==> src/rtl/risc_pkg.sv <==
// Shared types and constants for the RISCV_SingleCycle fetch path.
package risc_pkg;

  localparam logic [31:0] NOP_INSTR       = 32'h0000_0013;
  localparam logic [31:0] ALIGN_MASK_JALR = 32'hFFFF_FFFE;

  typedef enum logic [2:0] {
    IDLE  = 3'd0,
    REQ   = 3'd1,
    WAIT  = 3'd2,
    VALID = 3'd3,
    HALT  = 3'd4
  } fetch_state_t;

  typedef enum logic [1:0] {
    PC_SEQ    = 2'd0,
    PC_BRANCH = 2'd1,
    PC_JAL    = 2'd2,
    PC_JALR   = 2'd3
  } pc_sel_t;

  // Without compressed instructions, a target is illegal when bit 1 is set.
  function automatic logic is_misaligned(input logic [31:0] target);
    return target[1];
  endfunction

endpackage

==> src/rtl/adder.sv <==
// Plain modulo-2^W adder shared by the datapath.
module adder #(
  parameter int W = 32
) (
  input  logic [W-1:0] a,
  input  logic [W-1:0] b,
  output logic [W-1:0] y
);

  assign y = a + b;

endmodule

==> src/rtl/next_pc_sel.sv <==
// Next-PC target selection (jalr > jal > branch > sequential) and misalignment detect.
module next_pc_sel
  import risc_pkg::*;
#(
  parameter int XLEN = 32
) (
  input  logic [XLEN-1:0] pc,
  input  logic [XLEN-1:0] pc_plus4,
  input  logic [XLEN-1:0] imm,
  input  logic [XLEN-1:0] rs1_data,
  input  logic            jal,
  input  logic            jalr,
  input  logic            branch_taken,
  output logic [XLEN-1:0] next_pc,
  output logic            misaligned
);

  logic [XLEN-1:0] pc_imm;
  logic [XLEN-1:0] rs1_imm;
  pc_sel_t         sel;

  adder #(.W(XLEN)) u_pc_imm  (.a(pc),       .b(imm), .y(pc_imm));
  adder #(.W(XLEN)) u_rs1_imm (.a(rs1_data), .b(imm), .y(rs1_imm));

  // Priority encode the redirect sources.
  always_comb begin
    sel = PC_SEQ;
    if (jalr) begin
      sel = PC_JALR;
    end else if (jal) begin
      sel = PC_JAL;
    end else if (branch_taken) begin
      sel = PC_BRANCH;
    end else begin
      sel = PC_SEQ;
    end
  end

  // Target mux; JALR clears bit 0 of its computed address.
  always_comb begin
    next_pc = pc_plus4;
    case (sel)
      PC_JALR:           next_pc = rs1_imm & ALIGN_MASK_JALR;
      PC_JAL, PC_BRANCH: next_pc = pc_imm;
      PC_SEQ:            next_pc = pc_plus4;
      default:           next_pc = pc_plus4;
    endcase
  end

  assign misaligned = is_misaligned(next_pc);

endmodule

==> src/rtl/pc_fetch_unit.sv <==
// PC register, instruction-fetch FSM, retire counter and misaligned-target trap.
module pc_fetch_unit
  import risc_pkg::*;
#(
  parameter logic [31:0] RESET_VECTOR = 32'h0000_0000,
  parameter int          XLEN         = 32
) (
  input  logic            clk,
  input  logic            rst_n,
  input  logic            stall,
  input  logic            branch_taken,
  input  logic            jal,
  input  logic            jalr,
  input  logic [XLEN-1:0] imm,
  input  logic [XLEN-1:0] rs1_data,
  output logic            imem_req,
  output logic [XLEN-1:0] imem_addr,
  input  logic            imem_gnt,
  input  logic            imem_rvalid,
  input  logic [XLEN-1:0] imem_rdata,
  output logic            instr_valid,
  output logic [XLEN-1:0] instr,
  output logic [XLEN-1:0] pc,
  output logic [XLEN-1:0] pc_plus4,
  output logic            trap_misaligned,
  output logic [XLEN-1:0] trap_pc,
  output logic [XLEN-1:0] instret
);

  fetch_state_t    state;
  logic [XLEN-1:0] next_pc;
  logic            next_misaligned;

  assign pc_plus4  = pc + 32'd4;
  assign imem_addr = pc;

  next_pc_sel #(.XLEN(XLEN)) u_next_pc_sel (
    .pc           (pc),
    .pc_plus4     (pc_plus4),
    .imm          (imm),
    .rs1_data     (rs1_data),
    .jal          (jal),
    .jalr         (jalr),
    .branch_taken (branch_taken),
    .next_pc      (next_pc),
    .misaligned   (next_misaligned)
  );

  // Fetch FSM with registered request/valid outputs, PC update and trap capture.
  always_ff @(posedge clk or negedge rst_n) begin
    if (!rst_n) begin
      state           <= IDLE;
      pc              <= RESET_VECTOR;
      imem_req        <= 1'b0;
      instr_valid     <= 1'b0;
      instr           <= NOP_INSTR;
      trap_misaligned <= 1'b0;
      trap_pc         <= 32'h0000_0000;
      instret         <= 32'h0000_0000;
    end else begin
      case (state)
        IDLE: begin
          state    <= REQ;
          imem_req <= 1'b1;
        end
        REQ: begin
          if (imem_gnt) begin
            state    <= WAIT;
            imem_req <= 1'b0;
          end
        end
        WAIT: begin
          if (imem_rvalid) begin
            instr       <= imem_rdata;
            instr_valid <= 1'b1;
            state       <= VALID;
          end
        end
        VALID: begin
          if (!stall) begin
            // The instruction retires even when its successor target is bad.
            instret     <= instret + 32'd1;
            instr_valid <= 1'b0;
            if (next_misaligned) begin
              trap_misaligned <= 1'b1;
              trap_pc         <= next_pc;
              state           <= HALT;
            end else begin
              pc       <= next_pc;
              imem_req <= 1'b1;
              state    <= REQ;
            end
          end
        end
        HALT: begin
          imem_req    <= 1'b0;
          instr_valid <= 1'b0;
        end
        default: begin
          // Unreachable encoding: park safely with no traffic.
          state       <= HALT;
          imem_req    <= 1'b0;
          instr_valid <= 1'b0;
        end
      endcase
    end
  end

endmodule

==> config.mk <==
export PLATFORM = sky130hd
export DESIGN_NAME = pc_fetch_unit
export DESIGN_NICKNAME = d
export VERILOG_FILES = /design/src/rtl/risc_pkg.sv /design/src/rtl/adder.sv /design/src/rtl/next_pc_sel.sv /design/src/rtl/pc_fetch_unit.sv
export SDC_FILE = /design/constraint.sdc
export NUM_CORES = 1
export LEC_CHECK = 0
export ABC_AREA = 1
export BUFFER_PORTS_ARGS = -buffer_cell sky130_fd_sc_hd__buf_2
export CAP_MARGIN = 20
export CORE_MARGIN = 3
export CORE_UTILIZATION = 45
export DETAILED_ROUTE_END_ITERATION = 10
export GPL_TIMING_DRIVEN = 0
export PLACE_DENSITY = 0.74
export SYNTH_ARGS = -nofsm -noshare
export SYNTH_HDL_FRONTEND = slang
export SYNTH_HIERARCHICAL = 1
export SYNTH_SLANG_ARGS = --single-unit
==> constraint.sdc <==
create_clock -name clk -period 6.15 [get_ports clk]
set_input_delay 1.23 -clock clk [delete_from_list [all_inputs] [get_ports clk]]
set_output_delay 1.23 -clock clk [all_outputs]
set_load 0.01 [all_outputs]
* After elaboration in Yosys (flattened, before gate mapping)
Cells that the tools add are included.
Storage, ports and cells: input port bits 104, bits in registers 133, memories 0, logic and storage cells 55, memory bits (writable) 0, ROM bits 0, bits in latches 0
Operators by class: equality and inequality tests 11, $add $sub $neg 4, bitwise gates (word level) 5, $lt $le $gt $ge 0, divide/modulo/power cells 0, mux-type cells 16, reductions and logical operators 11, shift operators 0, multiply operators 0
Operator list (number):
- 32-bit one-hot mux with 3 select lines | 1
- 32-bit adder | 2
- 32-bit by 1-bit adder with 32-bit output, second input constant | 1
- 32-bit by 3-bit adder with 32-bit output, second input constant | 1
- 3-bit one-hot mux with 5 select lines | 1
- 3-bit 2-to-1 mux | 4
- 3-bit AND reduction | 3
- 2-bit != test, second input constant | 4
- 4-bit AND reduction | 2
- 3-bit by 2-bit equality test with 1-bit output, second input constant | 2
- 1-bit 2-to-1 mux | 6
- 1-bit inverter | 5
- 2-bit equality test, second input constant | 2
- 2-bit 2-to-1 mux | 2
- 1-bit one-hot mux with 4 select lines | 1
- 2-bit AND reduction | 2
- 2-bit OR reduction | 2
- 3-bit by 1-bit equality test with 1-bit output, second input constant | 1
- 3-bit equality test, second input constant | 1
- 3-bit zero test | 1
- 1-bit one-hot mux with 3 select lines | 1
- 2-bit by 1-bit equality test with 1-bit output, second input constant | 1
- 2-bit zero test | 1

* Logic depth before layout (Yosys ltp)
word-level depth 9, mapped depth 18, gate-level depth less buffers 18

* By module
The synthesis kept the hierarchy.
By module, submodules not included:
- pc_fetch_unit | area each 6865.3 um2, times used 1, cells each 796, seq. area each 3357.0 um2
- adder | area each 2384.8 um2, times used 2, cells each 494, seq. area each 0.0 um2
- next_pc_sel | area each 892.1 um2, times used 1, cells each 211, seq. area each 0.0 um2

* Worst setup path before layout
No wires, ideal clock.
path kind input port to flip-flop, start in imm[0], end reg trap_pc[28], arrival 2.823 ns, setup time 0.131 ns, data required time 6.019 ns, path slack 3.197 ns, stages 18, cells stage by stage ha_1 > fa_1 > nand3_1 > nand3_2 > nand2_1 > nand2_2 > nand2_1 > nand2_2 > nand2_1 > nand2_1 > nand2_1 > nand2_1 > nand2_1 > nand2_1 > nand2_1 > nand2_1 > inv_1 > o21ai_0
RTL lines:
- start: declaration | line pc_fetch_unit.sv:14 | input logic [XLEN-1:0] imm,
- 32-bit adder | line adder.sv:10 | assign y = a + b;
- via u_next_pc_sel.pc_imm[28] | line next_pc_sel.sv:18 | logic [XLEN-1:0] pc_imm;
- 32-bit one-hot mux with 3 select lines | line next_pc_sel.sv:42 | case (sel)
- via next_pc[28] | line pc_fetch_unit.sv:31 | logic [XLEN-1:0] next_pc;
- end signal: assignment | line pc_fetch_unit.sv:86 | trap_pc <= next_pc;
- end: declaration | line pc_fetch_unit.sv:26 | output logic [XLEN-1:0] trap_pc,
The timed path passes the listed nets, and every way through them passes these cells. A chain may end at the register's enable or synchronous reset.

* Worst setup path after layout
start reg pc[2], in the netlist imem_addr[2], end out pc_plus4[12]
Between the ends: word-level cells in the longest chain between the ends 1
Ends and longest elaborated chain:
- start: declaration | line pc_fetch_unit.sv:23 | output logic [XLEN-1:0] pc,
- start signal: assignment | line pc_fetch_unit.sv:89 | pc <= next_pc;
- 32-bit by 3-bit adder with 32-bit output | line pc_fetch_unit.sv:34 | assign pc_plus4 = pc + 32'd4;
- end: declaration | line pc_fetch_unit.sv:24 | output logic [XLEN-1:0] pc_plus4,
No other way between the ends.

==> flow_results.org <==
** Status
- Status :: finished, final reports clean

** Worst hold path
- Cell count of the worst hold path :: 2
- Worst min-delay path category :: register to register

** Global routing
- Largest net degree at the start of global routing :: 92
- The first global-routing pass estimated 66030 µm of wire.
- In the global route stage, overall resource usage came out at 0.2765.
- Total global routing overflow :: 0
- The number of antenna violations at the first check in global routing was 0.
- The via count of the first global-routing pass is 12300.

** Synth
- Async SR Flop Fraction :: 1.000
- Summed over all instances, the cell type with the most area after synthesis is sky130_fd_sc_hd__dfrtp_1.
- Most repeated cell in the gate-level netlist after synthesis :: sky130_fd_sc_hd__nand2_1
- Counting flops with a built-in enable in the synthesized netlist gives 0.
- The synthesized design contains 134 register bits.
- Number of different library cells in the post-synthesis netlist :: 37
- Synthesized area divided by synthesized cell count :: 6.279 µm²
- The share of the Yosys chip area taken by registers is 0.2680.
- Among all flip-flop cells after synthesis, the most frequent one is sky130_fd_sc_hd__dfrtp_1.
- After synthesis, the cell types taking the most area are sky130_fd_sc_hd__dfrtp_1 26%, sky130_fd_sc_hd__nand2_1 26%, sky130_fd_sc_hd__inv_1 9.4%.
- Post-Syn Instances :: 1995
- Sorting the synthesized cells by how often they occur yields 854 x sky130_fd_sc_hd__nand2_1, 313 x sky130_fd_sc_hd__inv_1, 151 x sky130_fd_sc_hd__nor2_1.
- When the netlist entered floorplanning its net count stood at 2167.
- Synth Warn # :: 6
- Area share of the largest cell type after synthesis :: 0.2617
- The cell area that synthesis handed to floorplanning was 12530 µm².

** Drt
- After the first detailed-routing iteration, the DRC count stood at 1018.
- Met2 wire length :: 18610 µm
- The routed design has 41970 µm of wire.
- After detailed routing, the average wire length per cell comes to 15.56 µm.
- Detailed-routed wire length on met3 :: 3046 µm
- The highest layer touched by signal routing is met4.
- Post-detailed-route via-to-cell ratio :: 4.912
- In the routed design, unresolved DRC markers number 0.
- Vias after detailed routing :: 13250
- In the final routing, the length of wire on met1 measures 18790 µm.
- DRT antenna net count :: 0
- Detailed-routing iteration count for the pre-antenna-repair pass :: 6

** CTS
- Hold Buf Count CTS :: 0
- The tree built by TritonCTS fans out to 134 sinks.
- The clock passes through at most 2 buffers.
- Setup bufs post-CTS :: 0
- Count of H-tree levels built during CTS :: 4
- The number of gates resized after CTS was 0.
- The clock reaches the later pin of the worst-skew pair after 0.41 ns.
- CTS Buf Count :: 17
- TritonCTS built the clock tree.
- Clock input transition at the sequential cells of the worst setup and hold paths :: 0.06 ns
- Root buffer cell :: sky130_fd_sc_hd__clkbuf_16

** Timing
- Final number of hold-violating endpoints :: 0
- Setup violations remaining at the end of the flow were counted as 0.
- Based on the critical path, the design can be clocked at up to 246.0 MHz.
- Number of max-slew violations in the final report :: 0
- Worst Max-Slew Pin Slew :: 0.5375 ns
- Worst Skew :: 0.01205 ns
- Dividing the final minimum period by the clock period gives 0.6611.
- PnR worst setup slack :: 2.085 ns
- The worst path in the final design needs a cycle of 4.066 ns, including I/O delays and setup.
- Total negative slack for setup checks :: 0 ns
- RSZ-0062 raised after global routing :: no
- Worst relative slew slack :: 0.6389

** Floorplan
- The die covers 29880 µm².
- Core Region :: 27180 µm²
- The die is 172.8 µm tall.
- Measured along the x axis, the die boundary spans 172.8 µm.
- Standard-cell rows :: 60
- Starting density of the core :: 0.4610
- In this run the count of I/O pins placed on the die edge is 299.

** Finish
- Synthesis-to-layout area growth :: 20.42%
- In the final design database the tool counted 2485 nets.
- Ratio of cells with drive above 1 in the final layout :: 0.2261
- Ant. Diodes :: 0

** Pwr
- The share of total power dissipated in combinational logic is 0.216.
- Worst vdd ir :: 0.1745 mV
- Sw Pwr :: 0.7445 mW
- Power per cell area :: 157.7 nW/µm²
- Internal power :: 1.634 mW
- Net Sw Frac :: 0.3130
- Power share of the sequential group :: 0.378
- In this run the static leakage power is 9.328 nW.
- Of the total power, the clock network draws 0.406.

** Worst setup path
- Largest stage delay on the critical path :: 0.49 ns
- Number of cell instances on the worst register-to-register path :: 12
- Along the worst path, the maximum fanout reaches 7.
- STA classifies the critical path startpoint as a register.
- Crit path cell chain :: ha_1, nand3_1, nor2_1, inv_1, nor2_1, xor2_1, buf_2
- Critical Path AT :: 2.84 ns
- Most Frequent Cell on Critical Path :: sky130_fd_sc_hd__nor2_1
- The critical path is of the register to output pin type.
- The slowest stage of the critical path belongs to the cell sky130_fd_sc_hd__dfrtp_1.
- The worst setup path is captured at an output pin.
- STA puts the critical path data required time at 4.92 ns.

** Run
- The tool flagged a number of max-cap violations equal to 0.

** Placed design
- Number of input and output port buffers inserted :: 298
- Worst slack after detailed placement :: 2.600 ns
- RD Place Congestion :: 0.9730
- Detailed Place HPWL :: 35250 µm
[sequential cells by signal (all words and copies together), names as in the netlist]
register         count
trap_pc             32
instr               32
imem_req             1
trap_misaligned      1
imem_addr           32
instr_valid          1
instret             32
state                3
[worst max-delay path: cells and delay by family, from the launching register on]
family                   cells  cell delay, ns
buffers and inverters        2            0.36
flip-flops                   1            0.49
adder cells (fa/ha/maj)      1            0.24
XOR/XNOR                     1            0.24
AND/OR/NAND/NOR              3            1.10
[cells in the final DEF (no fill, tap or decap), drive strengths merged, types with 2 or more instances in the layout]
cell,instances
a21o,2
a21oi,42
buf,363
clkbuf,20
clkinv,6
clkinvlp,4
dfrtp,131
dfstp,3
fa,2
ha,66
inv,324
mux2,32
nand2,884
nand3,82
nand3b,7
nand4,23
nor2,161
nor3,23
nor3b,2
o21ai,66
o21bai,5
or2,3
xnor2,17
xor2,54
[layer usage]
metal,up-vias,GRT usage
met1,5960,0.3771
met5,-,0
met3,82,0.04721
met2,491,0.4442
met4,0,0.09730
li1,6719,-
[final cells by class]
class / count / area (µm²)
fill: 2776 / 12090
inverter: 321 / 1205
buffer: 66 / 528.0
clock inverter: 14 / 127.6
tap: 372 / 465.4
timing repair buffer: 299 / 1525
multi-input combinational: 1474 / 7437
clock buffer: 18 / 439.2
sequential: 134 / 3357
[power by group through the flow]
stage	clock network, mW	logic (mW)	registers [mW]
floorplan	0	0.321	0.920
global placement	0	0.504	0.915
detailed placement	0	0.511	0.915
CTS	0.979	0.514	0.899
global route	1.02	0.582	0.900
finish	0.966	0.514	0.899
[through the flow]
step / cells / instance area (µm²) / utilization / power, mW / hold slack (ns)
2_1_floorplan: 1995 / 12530 / - / 1.241 / 0.5010
3_3_place_gp: 2665 / 14480 / 0.5330 / 1.419 / 0.4548
3_5_place_dp: 2666 / 14520 / 0.5342 / 1.426 / 0.4698
4_1_cts: 2698 / 15080 / 0.5551 / 2.392 / 0.4897
5_1_grt: 2698 / 15080 / 0.5551 / 2.502 / 0.5193
6_report: 2698 / 15080 / 0.5551 / 2.379 / 0.4841
[path summary, 6_finish.rpt]
kind | endpoint | slack, ns | from
max in group asynchronous | instr[0] | 4.60 | rst_n
min reg2reg | trap_pc[23] | 0.48 | trap_pc[23]
max reg2reg | trap_pc[12] | 3.29 | imem_addr[2]
min in group asynchronous | instret[21] | 0.73 | rst_n
min | trap_pc[23] | 0.48 | trap_pc[23]
max | pc_plus4[12] | 2.08 | imem_addr[2]
[kinds of logic after synthesis]
group / Yosys count / synth area share
AOI/OAI and AO/OA: 117 / 0.05863
adders and majority gates: 68 / 0.06912
xor gates and xnor gates: 71 / 0.04964
muxes: 32 / 0.02877
DFF: 134 / 0.2680
buffers and inverters: 387 / 0.1383
and+or+nand+nor: 1186 / 0.3875
Note: power is estimated with default switching activity, not from simulation.
